**src/rtl/unified_mem_arbiter_pkg.sv**
```systemverilog
// -----------------------------------------------------------------------------
// unified_mem_arbiter_pkg
// Shared constants and types for the unified instruction/data memory arbiter.
//   arb_state_e      : owner of the response due in the current cycle
//   F3_*             : load/store width/sign codes (IR funct3 encodings)
//   dm_misaligned()  : data-side alignment check from funct3 and addr[1:0]
// -----------------------------------------------------------------------------
package unified_mem_arbiter_pkg;

    typedef enum logic [1:0] {
        ARB_IDLE   = 2'b00,
        ARB_RSP_IF = 2'b01,
        ARB_RSP_DM = 2'b10
    } arb_state_e;

    localparam logic [2:0] F3_B  = 3'b000;
    localparam logic [2:0] F3_H  = 3'b001;
    localparam logic [2:0] F3_W  = 3'b010;
    localparam logic [2:0] F3_BU = 3'b100;
    localparam logic [2:0] F3_HU = 3'b101;

    // Only the size field (funct3[1:0]) matters; signedness never affects
    // alignment, so LBU/LHU share the rules of LB/LH.
    function automatic logic dm_misaligned(input logic [2:0] func3,
                                           input logic [1:0] addr_lo);
        logic mis;
        mis = 1'b0;
        case (func3[1:0])
            F3_H[1:0]: mis = addr_lo[0];
            F3_W[1:0]: mis = (addr_lo != 2'b00);
            default:   mis = 1'b0;
        endcase
        return mis;
    endfunction

endpackage

```
**src/rtl/unified_mem_arbiter_starve_counter.sv**
```systemverilog
// -----------------------------------------------------------------------------
// arb_starve_counter
// Saturating up-counter tracking how many consecutive cycles the fetch port
// has been passed over in favour of the data port.
//   clk, reset : clock, synchronous active-high reset
//   inc        : data granted while fetch was eligible
//   clr        : fetch granted or fetch not eligible (takes priority over inc)
//   cnt        : current count, saturates at LIMIT
//   at_limit   : cnt == LIMIT, fetch must win the next contention
// -----------------------------------------------------------------------------
module arb_starve_counter
    import unified_mem_arbiter_pkg::*;
#(
    parameter int LIMIT = 4,
    parameter int CW    = $clog2(LIMIT + 1)
) (
    input  logic          clk,
    input  logic          reset,
    input  logic          inc,
    input  logic          clr,
    output logic [CW-1:0] cnt,
    output logic          at_limit
);

    localparam logic [CW-1:0] LIMIT_C = CW'(LIMIT);

    logic [CW-1:0] cnt_d;
    logic [CW-1:0] cnt_q;

    always_comb begin
        cnt_d = cnt_q;
        if (clr) begin
            cnt_d = '0;
        end else if (inc && (cnt_q != LIMIT_C)) begin
            cnt_d = cnt_q + 1'b1;
        end
    end

    always_ff @(posedge clk) begin
        if (reset) begin
            cnt_q <= '0;
        end else begin
            cnt_q <= cnt_d;
        end
    end

    assign cnt      = cnt_q;
    assign at_limit = (cnt_q == LIMIT_C);

endmodule

```
**src/rtl/unified_mem_arbiter.sv**
```systemverilog
// -----------------------------------------------------------------------------
// unified_mem_arbiter
// Shares one single-ported unified memory between the instruction fetch port
// and the load/store data port. Data normally wins; a starvation counter
// forces a fetch grant after STARVE_LIMIT consecutive losses. Every grant,
// aligned or not, produces exactly one response in the following cycle.
//
// State table (state_q = owner of the response due this cycle):
//   ARB_IDLE   | no response due
//   ARB_RSP_IF | fetch response due (if_rvalid)
//   ARB_RSP_DM | data response due (dm_rvalid)
//
// Ports:
//   clk, reset            : clock, synchronous active-high reset
//   halt                  : blocks new fetch grants
//   if_req/if_addr        : fetch request       -> if_gnt
//   if_rvalid/rdata/err   : fetch response, one cycle after if_gnt
//   dm_req/we/func3/addr/wdata : data request   -> dm_gnt
//   dm_rvalid/rdata/err   : data response, one cycle after dm_gnt
//   mem_en/we/func3/addr/wdata : memory command (aligned grants only)
//   mem_rdata             : memory read data, one cycle after read mem_en
//   busy                  : a response is due this cycle
// -----------------------------------------------------------------------------
module unified_mem_arbiter
    import unified_mem_arbiter_pkg::*;
#(
    parameter int STARVE_LIMIT = 4,
    parameter int AW           = 32
) (
    input  logic          clk,
    input  logic          reset,
    input  logic          halt,

    input  logic          if_req,
    input  logic [AW-1:0] if_addr,
    output logic          if_gnt,
    output logic          if_rvalid,
    output logic [31:0]   if_rdata,
    output logic          if_err,

    input  logic          dm_req,
    input  logic          dm_we,
    input  logic [2:0]    dm_func3,
    input  logic [AW-1:0] dm_addr,
    input  logic [31:0]   dm_wdata,
    output logic          dm_gnt,
    output logic          dm_rvalid,
    output logic [31:0]   dm_rdata,
    output logic          dm_err,

    output logic          mem_en,
    output logic          mem_we,
    output logic [2:0]    mem_func3,
    output logic [AW-1:0] mem_addr,
    output logic [31:0]   mem_wdata,
    input  logic [31:0]   mem_rdata,

    output logic          busy
);

    localparam int SCW = $clog2(STARVE_LIMIT + 1);

    arb_state_e     state_d;
    arb_state_e     state_q;
    logic           err_d;
    logic           err_q;
    // Response carries memory read data (aligned load or aligned fetch).
    logic           rd_ok_d;
    logic           rd_ok_q;

    logic           if_ok;
    logic           grant_if;
    logic           grant_dm;
    logic           if_mis;
    logic           dm_mis;
    logic           starve_inc;
    logic           starve_clr;
    logic           starve_at_limit;
    logic [SCW-1:0] starve_cnt;

    // -------------------------------------------------------------------------
    // Grant decision
    // -------------------------------------------------------------------------
    assign if_ok = if_req & ~halt;

    always_comb begin
        grant_dm = 1'b0;
        grant_if = 1'b0;
        if (!reset) begin
            if (dm_req && (!starve_at_limit || !if_ok)) begin
                grant_dm = 1'b1;
            end else if (if_ok) begin
                grant_if = 1'b1;
            end
        end
    end

    assign if_gnt = grant_if;
    assign dm_gnt = grant_dm;

    // -------------------------------------------------------------------------
    // Starvation tracking
    // -------------------------------------------------------------------------
    assign starve_inc = grant_dm & if_ok;
    assign starve_clr = grant_if | ~if_ok;

    arb_starve_counter #(
        .LIMIT (STARVE_LIMIT),
        .CW    (SCW)
    ) u_starve (
        .clk      (clk),
        .reset    (reset),
        .inc      (starve_inc),
        .clr      (starve_clr),
        .cnt      (starve_cnt),
        .at_limit (starve_at_limit)
    );

    // -------------------------------------------------------------------------
    // Alignment and memory forwarding
    // -------------------------------------------------------------------------
    assign if_mis = (if_addr[1:0] != 2'b00);
    assign dm_mis = dm_misaligned(dm_func3, dm_addr[1:0]);

    always_comb begin
        mem_en    = 1'b0;
        mem_we    = 1'b0;
        mem_func3 = 3'b000;
        mem_addr  = '0;
        mem_wdata = 32'h0;
        if (grant_dm && !dm_mis) begin
            mem_en    = 1'b1;
            mem_we    = dm_we;
            mem_func3 = dm_func3;
            mem_addr  = dm_addr;
            mem_wdata = dm_wdata;
        end else if (grant_if && !if_mis) begin
            mem_en    = 1'b1;
            mem_func3 = F3_W;
            mem_addr  = if_addr;
        end
    end

    // -------------------------------------------------------------------------
    // Response FSM
    // -------------------------------------------------------------------------
    always_comb begin
        state_d = ARB_IDLE;
        err_d   = 1'b0;
        rd_ok_d = 1'b0;
        if (grant_dm) begin
            state_d = ARB_RSP_DM;
            err_d   = dm_mis;
            rd_ok_d = ~dm_mis & ~dm_we;
        end else if (grant_if) begin
            state_d = ARB_RSP_IF;
            err_d   = if_mis;
            rd_ok_d = ~if_mis;
        end
    end

    always_ff @(posedge clk) begin
        if (reset) begin
            state_q <= ARB_IDLE;
            err_q   <= 1'b0;
            rd_ok_q <= 1'b0;
        end else begin
            state_q <= state_d;
            err_q   <= err_d;
            rd_ok_q <= rd_ok_d;
        end
    end

    // Responses are masked during reset so a response in flight when reset
    // arrives is dropped in that same cycle rather than leaking out.
    assign if_rvalid = ~reset & (state_q == ARB_RSP_IF);
    assign dm_rvalid = ~reset & (state_q == ARB_RSP_DM);
    assign busy      = ~reset & (state_q != ARB_IDLE);

    assign if_err    = if_rvalid & err_q;
    assign dm_err    = dm_rvalid & err_q;
    assign if_rdata  = (if_rvalid && rd_ok_q) ? mem_rdata : 32'h0;
    assign dm_rdata  = (dm_rvalid && rd_ok_q) ? mem_rdata : 32'h0;

endmodule

```
**config.mk**
```make
export PLATFORM = sky130hd
export DESIGN_NAME = unified_mem_arbiter
export DESIGN_NICKNAME = d
export VERILOG_FILES = /design/src/rtl/unified_mem_arbiter_pkg.sv /design/src/rtl/unified_mem_arbiter_starve_counter.sv /design/src/rtl/unified_mem_arbiter.sv
export SDC_FILE = /design/constraint.sdc
export NUM_CORES = 1
export LEC_CHECK = 0
export CORE_AREA = 4 4 105 107
export DETAILED_ROUTE_END_ITERATION = 8
export DIE_AREA = 0 0 109 111
export SLEW_MARGIN = 10
export SYNTH_ARGS = -nofsm -noshare
export SYNTH_HDL_FRONTEND = slang
export SYNTH_HIERARCHICAL = 1
export SYNTH_SLANG_ARGS = --single-unit
```
**constraint.sdc**
```tcl
create_clock -name clk -period 2.8 [get_ports clk]
set_input_delay 0.56 -clock clk [delete_from_list [all_inputs] [get_ports clk]]
set_output_delay 0.56 -clock clk [all_outputs]
set_load 0.005 [all_outputs]
```
# After elaboration in Yosys (flattened, before gate mapping)

Cells that the tools add are included.

Flip-flop bits (word level): 7
Input bits: 137
Output and inout bits: 140
Logic and storage cells: 65

Add/subtract/negate cells: 1
Equal/unequal tests: 6
Muxes and demuxes: 22
Bitwise logic cells: 15
Reduce and logical (&&, ||, !) cells: 16

Operators with widths:

| operator              | count |
|---|---|
| $mux W32              | 5 |
| $mux W1               | 13 |
| $and A1 B1 Y1         | 8 |
| $logic_and A1 B1 Y1   | 6 |
| $not A1 Y1            | 6 |
| $reduce_bool A2 Y1    | 3 |
| $eq A2 B1 Y1 const B  | 2 |
| $eq A2 B2 Y1 const B  | 2 |
| $logic_not A1 Y1      | 4 |
| $mux W2               | 2 |
| $reduce_or A2 Y1      | 2 |
| $add A3 B1 Y3 const B | 1 |
| $eq A3 B3 Y1 const B  | 1 |
| $mux W3               | 1 |
| $ne A3 B3 Y1 const B  | 1 |
| $pmux W1 S2           | 1 |
| $logic_or A1 B1 Y1    | 1 |
| $or A1 B1 Y1          | 1 |

# Longest topological paths before layout

Gate-level depths: netlist (run 1).

Word-level depth: 10
Mapped depth: 8
Depth with buffers taken out: 8

# Modules after synthesis

Netlist (run 1), hierarchy kept.

By module, submodules not included:

| module              | instances | cells an instance | area each (µm²) | sequential area each (µm²) |
|---|---|---|---|---|
| unified_mem_arbiter | 1         | 197               | 1421.4          | 80.1 |
| arb_starve_counter  | 1         | 18                | 187.7           | 60.1 |

# Worst setup path before layout (run 1)

OpenSTA, ideal clock, no wires.

Path kind: flip-flop to output port
From: register u_starve.cnt_q[0], in the netlist u_starve/cnt[0]
To: output mem_addr[10]
Data arrival time: 1.589 ns
Required time: 2.240 ns
Setup slack: 0.651 ns
Cell stages (with the launch flop): 9
Path buffers: 2
Cell sequence: dfxtp_1 -> inv_1 -> ha_1 -> and2_1 -> nand2b_1 -> and4b_1 -> buf_6 -> buf_6 -> a32o_1

Cells in the longest elaborated chain, start to end: 9
Elaborated cells between the ends (all ways): 12
Classes of those cells: 1 x eq/ne; 6 x mux; 5 x reduce/logical

Ends and longest elaborated chain:

| what                   | line                                     | RTL |
|---|---|---|
| start, declared        | unified_mem_arbiter_starve_counter.sv:28 | `logic [CW-1:0] cnt_q;` |
| start signal, assigned | unified_mem_arbiter_starve_counter.sv:43 | `cnt_q <= cnt_d;` |
| $eq A3 B3 Y1 *         | unified_mem_arbiter_starve_counter.sv:48 | `assign at_limit = (cnt_q == LIMIT_C);` |
| via starve_at_limit    | unified_mem_arbiter.sv:78                | `logic starve_at_limit;` |
| $logic_not A1 Y1 *     | unified_mem_arbiter.sv:90                | `if (dm_req && (!starve_at_limit \|\| !if_ok)) begin` |
| $logic_or A1 B1 Y1 *   | unified_mem_arbiter.sv:90                |  |
| $logic_and A1 B1 Y1 *  | unified_mem_arbiter.sv:90                |  |
| $mux W1                | unified_mem_arbiter.sv:90                |  |
| $mux W1                | unified_mem_arbiter.sv:89                | `if (!reset) begin` |
| $logic_and A1 B1 Y1    | unified_mem_arbiter.sv:137               | `end else if (grant_if && !if_mis) begin` |
| $mux W32               | unified_mem_arbiter.sv:137               |  |
| $mux W32 *             | unified_mem_arbiter.sv:131               | `if (grant_dm && !dm_mis) begin` |
| end, declared          | unified_mem_arbiter.sv:54                | `output logic [AW-1:0] mem_addr,` |

The timed path passes the listed nets; every way through them passes the cells marked *.

# Worst setup path after layout (run 1)

From: input if_req
To: output mem_addr[21]

Cells in the longest elaborated chain, start to end: 9
Elaborated cells between the ends (all ways): 13
Classes of those cells: 7 x mux; 1 x bitwise; 5 x reduce/logical

Ends and longest elaborated chain:

| what                | line                       | RTL |
|---|---|---|
| start, declared     | unified_mem_arbiter.sv:34  | `input logic if_req,` |
| $and A1 B1 Y1 *     | unified_mem_arbiter.sv:84  | `assign if_ok = if_req & ~halt;` |
| $logic_not A1 Y1    | unified_mem_arbiter.sv:90  |  |
| $logic_or A1 B1 Y1  | unified_mem_arbiter.sv:90  |  |
| $logic_and A1 B1 Y1 | unified_mem_arbiter.sv:90  |  |
| $mux W1             | unified_mem_arbiter.sv:90  |  |
| $mux W1             | unified_mem_arbiter.sv:89  |  |
| $logic_and A1 B1 Y1 | unified_mem_arbiter.sv:137 |  |
| $mux W32            | unified_mem_arbiter.sv:137 |  |
| $mux W32 *          | unified_mem_arbiter.sv:131 |  |

Mark *: on every way between the ends. The rest lies on a longest branch, timed or not.

==> results of run 1 <==
-- worst max path at each step --
| stage | end | slack [ps] | depth (start not counted) |
|---|---|---|---|
| 2_1_floorplan | mem_addr[10] | 650 | 8 |
| 3_3_place_gp | mem_addr[18] | -300 | 7 |
| 3_5_place_dp | mem_addr[18] | -300 | 7 |
| 4_1_cts | mem_wdata[8] | 0.3 | 7 |
| 5_1_grt | mem_addr[14] | -10 | 6 |
| 6_report | mem_addr[21] | 50 | 6 |
-- registers in the layout (all words and copies together) (netlist names) --
name	cells
err_q	1
rd_ok_q	1
state_q	2
u_starve/cnt	3
-- cell type report --
class,count,area (um^2)
sequential,7,143
fill,960,5130
clock buffer,4,45.0
timing repair buffer,315,3310
tap,136,170
inverter,7,26.3
multi-input combinational,176,1320
-- power breakdown --
part / internal [uW] / total [uW] / leakage (uW) / switching, uW
combinational: 338 / 486 / 0.00225 / 148
sequential: 103 / 104 / 0.0000580 / 1.13
clock: 98.7 / 145 / 0.0000228 / 46.3
total: 540 / 735 / 0.00233 / 195
-- per-stage QoR --
stage          utilization [%]  setup TNS, ps  power, uW  instance area, um^2
6_report                  49.4              0        735                 5010
5_1_grt                   49.4          -17.5        778                 5010
3_3_place_gp              45.0         -24030        542                 4560
4_1_cts                   48.8              0        734                 4950
2_1_floorplan                -              0        212                 1610
3_5_place_dp              45.0         -24000        544                 4560
-- worst register-to-register path, stage by stage, from the launching register on --
cell	delay, ps
dfxtp_2	340
inv_1	50
ha_2	190
and2_4	180
a21oi_4	250
buf_4	170
clkbuf_16	150
and2_1	160
a21boi_2	210
mux2_1	330
-- placed cells by master (no fill, tap or decap), drive strengths merged --
master,instances
mux2,2
inv,7
buf,36
o21ai,1
and3,37
nor3,1
dlygate4sd2,43
nand2,2
clkbuf,6
clkdlybuf4s50,203
clkdlybuf4s15,21
nor3b,3
dlymetal6s2s,6
ha,4
nor2,9
a31o,2
a21boi,1
a21o,2
bufbuf,4
nor2b,1
o2bb2ai,1
nand2b,6
dfxtp,7
and2,66
nand3b,1
nor4,1
a21oi,4
a32o,30
and4b,2
-- per-layer routing --
metal / part of all wire [%] / wire [um]
met3: 10 / 1170
met4: 1.1 / 131
met5: 0 / 0
met2: 52 / 6050
met1: 37 / 4330
-- kinds of logic (layout without fill, tap and decap cells) --
group | after synthesis | after routing
buffers and inverters | 32 | 326
adders and majority gates | 4 | 4
DFF | 7 | 7
AOI/OAI and AO/OA | 41 | 41
and+or+nand+nor | 129 | 129
muxes | 2 | 2
-- repair_timing --
item | in CTS | in global routing
gates cloned | 7 | 1
endpoints found under the setup margin | 134 | 36
hold endpoints to repair | 0 | 0
pin swaps | 3 | 1
setup buffers | 11 | 3
gates resized for setup | 110 | 24
==> impl_metrics.json, run 1 <==
{
  "status": "complete, no violations",
  "ys_ff_latch": 7,
  "power_density_mw_per_mm2": 147,
  "max_cap_violations": 0,
  "cts.sinks": 7,
  "dp.cells": 619,
  "coreArea_mm2": 0.0101,
  "path_delay_family": "buffers and inverters",
  "peakVddDrop_mv": 0.0796,
  "grt_use_met2_pct": 34.6,
  "path_class": "in -> out",
  "fin_ws_ps": 52.3,
  "crit_path_max_incr_delay_ps": 460,
  "synth.most_common_cell": "and2_1",
  "drt_iter0_drc": 125,
  "start_util_pct": 15.9,
  "drtPass1Iterations": 4,
  "synth_top_area_share_pct": 25.7,
  "required_ps": 2240,
  "first_global_vias": 3004,
  "r2r_start": "u_starve/cnt[0]",
  "synth_largest_area_cell": "and2_1",
  "worstPathMaxFanout": 16,
  "timing.fmax_ghz": 0.364,
  "worstSetupEndpointType": "primary output",
  "postSynthCellCount": 215,
  "pin_count": 277,
  "rr_endpoint": "u_starve/cnt[1]",
  "grt_use_total_pct": 18.0,
  "yosysWarnings": 6,
  "yosysSeqAreaShare_pct": 8.71,
  "muxShareOfSynthArea_pct": 1.40,
  "synth_compound_area_share_pct": 24.2,
  "hold_ws_ps": 592,
  "crit_buf_inv": 3,
  "hold_viol_final": 0,
  "grt_pass1_wl_um": 17200,
  "yosys.area_share.simple_pct": 50.5,
  "synth-xor-area-share_pct": 0,
  "setup_viol": 0,
  "drc": 0,
  "holdPathEnd": "u_starve/cnt[2]",
  "pre_cts_slack_ps": -305,
  "ys_types": 27,
  "die_w_um": 109,
  "n_antenna_cell": 0,
  "syn_avg_cell_area_um2": 7.48,
  "finalNonFillerCells": 645,
  "wire_per_inst_um": 18.1,
  "p_leak_uw": 0.00233,
  "r2r_cells": 9,
  "vias_per_cell": 4.41,
  "routed_wl_um": 11700,
  "async_flop_share_pct": 0,
  "cp.arrival_ps": 2190,
  "syn_to_final_growth_pct": 211,
  "finalCritPeriodShare_pct": 98.1,
  "r2r_setup_slack_ps": 650,
  "cts_hold_buf": 0,
  "synth_edf_count": 0,
  "layout.nets": 651,
  "critical_path.startpoint_type": "input pin",
  "placement.io_buffers": 276,
  "top_usage_layer": "met2",
  "overflow": 0,
  "syn-cell-area_mm2": 0.00161,
  "synth_common_cells": "and2_1 (66), and3_1 (37), a32o_1 (30), buf_2 (11), nor2_1 (9)",
  "synthAdderAreaFrac_pct": 3.11,
  "cts_buffers": 3,
  "slew_viol_final": 0,
  "met3_usage_pct": 4.25,
  "finClkSkew_ps": 0.677,
  "hold_depth": 2,
  "dp_hpwl_um": 9270,
  "cpMaxStageDelayCell": "clkdlybuf4s50_1",
  "routabilityCongestion": 0.799,
  "grt.met1_usage_pct": 19.8,
  "drive_gt1_share_pct": 13.8,
  "antenna_found_initial": 0,
  "cts_tree": "yes",
  "placementRows": 37,
  "synth_top_family_by_area": "simple AND/OR/NAND/NOR gates",
  "die_area_mm2": 0.0121,
  "grt_max_degree": 33,
  "synth_ff_type": "dfxtp_1",
  "period_needed_ps": 2750,
  "cts_root_buffer": "clkbuf_8",
  "insertion_delay_ps": 230,
  "critPathLaunch": "if_req",
  "antenna_left": 0,
  "hold_start": "u_starve/cnt[2]",
  "num_vias": 2845,
  "cp_cell_sequence": "clkdlybuf4s50_1 -> nor2b_4 -> and4b_2 -> bufbuf_16 -> a32o_1 -> dlygate4sd2_1",
  "hp-class": "reg -> reg",
  "synth.area.top_cells": "and2_1 (26%), a32o_1 (19%), and3_1 (14%)",
  "syn-num-nets": 356,
  "maxSlewHeadroom_pct": 83.8,
  "rsz0062_at_grt": "yes",
  "die_height_um": 111,
  "worst_slew_pin_slew_ps": 242,
  "cts_max_level": 1,
  "clk_pin_slew_ps": 40,
  "clk_path_buf_depth": 2
}
Note: power is estimated with default switching activity, not from simulation.
==> inputs of run 2 (changes only) <==
--- a/config.mk
+++ b/config.mk
@@ -8,7 +8,7 @@
 export CORE_AREA = 4 4 105 107
 export DETAILED_ROUTE_END_ITERATION = 8
 export DIE_AREA = 0 0 109 111
-export SLEW_MARGIN = 10
+export PLACE_DENSITY = 0.76
 export SYNTH_ARGS = -nofsm -noshare
 export SYNTH_HDL_FRONTEND = slang
 export SYNTH_HIERARCHICAL = 1
==> impl_metrics.json, run 2 (synthesis results as in run 1) <==
{
  "status": "complete, no violations",
  "drc": 0,
  "setup_viol": 0,
  "drt_iter0_drc": 138,
  "final_util_pct": 48.7,
  "tns_ps": 0,
  "worstPathMaxFanout": 18,
  "cts.sinks": 7,
  "antenna_found_initial": 1,
  "cp_cell_sequence": "clkdlybuf4s50_1 -> nor2b_4 -> a21oi_4 -> buf_12 -> buf_12 -> buf_16 -> a32o_1 -> dlygate4sd2_1",
  "peakVddDrop_mv": 0.102,
  "r2r_setup_slack_ps": 610,
  "placement.io_buffers": 276,
  "grt_max_degree": 34,
  "clk_path_buf_depth": 2,
  "finClkSkew_ps": 0.581,
  "syn_to_final_growth_pct": 207,
  "cp.arrival_ps": 2200,
  "cts_buffers": 3,
  "cpMostUsedCell": "buf_12",
  "die_height_um": 111,
  "worstSetupEndpointType": "primary output",
  "layout_common_cells": "clkdlybuf4s50_1 (200), and2_1 (65), dlygate4sd2_1 (40)",
  "crit_path_max_incr_delay_ps": 460,
  "cts_tree": "yes",
  "routabilityCongestion": 0.849,
  "dp_hpwl_um": 8590,
  "overflow": 0,
  "cpMaxStageDelayCell": "clkdlybuf4s50_1",
  "p_leak_uw": 0.00247,
  "vias_per_cell": 4.46,
  "wire_per_inst_um": 18.3,
  "r2r_cells": 10,
  "coreArea_mm2": 0.0101,
  "period_needed_ps": 2760,
  "n_fill_cell": 957,
  "worst_slew_pin_slew_ps": 308,
  "crit_cells": 8,
  "insertion_delay_ps": 230,
  "hold_viol_final": 0,
  "cts_max_level": 1,
  "cts_root_buffer": "clkbuf_8",
  "drive_gt1_share_pct": 12.0,
  "crit_buf_inv": 5,
  "timing.fmax_ghz": 0.362,
  "finalCritPeriodShare_pct": 98.6,
  "critical_path.startpoint_type": "input pin",
  "layout.nets": 644,
  "start_util_pct": 15.9,
  "path_class": "in -> out",
  "die_area_mm2": 0.0121,
  "placementRows": 37,
  "mostFrequentLayoutCell": "clkdlybuf4s50_1",
  "grt_pass1_wl_um": 16500,
  "slew_viol_final": 0,
  "drtPass1Iterations": 4,
  "hp-class": "reg -> reg",
  "grt_use_total_pct": 17.3,
  "rsz0062_at_grt": "yes",
  "power_density_mw_per_mm2": 146,
  "max_cap_violations": 0,
  "hold_depth": 2,
  "largest_register_ffs": 3,
  "num_vias": 2849,
  "clk_pin_slew_ps": 40,
  "first_global_vias": 2976,
  "antenna_left": 0,
  "pin_count": 277,
  "cts_hold_buf": 0,
  "required_ps": 2240,
  "routed_wl_um": 11700,
  "path_delay_family": "buffers and inverters",
  "die_w_um": 109,
  "maxSlewHeadroom_pct": 79.5
}
## run 2: what timing repair did
item | 4_1_cts | 5_1_grt
gates cloned | 6 | 2
setup endpoints to repair | 133 | 35
setup buffers | 4 | 7
resized for setup | 77 | 47
pin swaps | 6 | 4
## run 2: metal layers
metal  up-vias  part of all wire (%)  GRT usage (%)
li1       1347                     -              -
met1      1297                    34           18.6
met2       197                    52           33.0
met3         8                    12           4.31
met4         0                  0.99           4.12
met5         -                     0              0
## run 2: tightest hold or removal path, stage by stage, from the launching register on
cell	delay [ps]
dfxtp_1	330
a21oi_1	160
nor4_2	50
## run 2: path summary, 6_finish.rpt
check	from	to
min	u_starve/cnt[2]	u_starve/cnt[2]
max reg2reg	u_starve/cnt[0]	u_starve/cnt[1]
max	if_req	mem_addr[11]
min reg2reg	u_starve/cnt[2]	u_starve/cnt[2]
## run 2: cell type report
class / instances / area, um^2 / area share, %
Clock buffer: 4 / 45.0 / 0.912
Sequential cell: 7 / 143 / 2.89
Timing Repair Buffer: 308 / 3240 / 65.5
Inverter: 7 / 26.3 / 0.532
Antenna cell: 1 / 2.50 / 0.0506
Multi-Input combinational cell: 176 / 1320 / 26.6
Tap cell: 136 / 170 / 3.44
## run 2: power breakdown
group	internal (uW)	switching [uW]	leakage, uW	total [uW]
Sequential	103	1.07	0.0000580	104
Combinational	325	149	0.00239	473
Clock	98.5	43.4	0.0000228	142
## run 2: per-stage QoR
step                hold WS, ps  std cells  area [um^2]  setup WS, ps  total power, uW
global placement            553        615         4530          -330              529
floorplan                   541        215         1610           651              212
global route                662        639         4940         -17.8              762
CTS                         585        629         4790          -109              720
finish                      588        639         4940          38.5              719
detailed placement          576        615         4530          -325              536
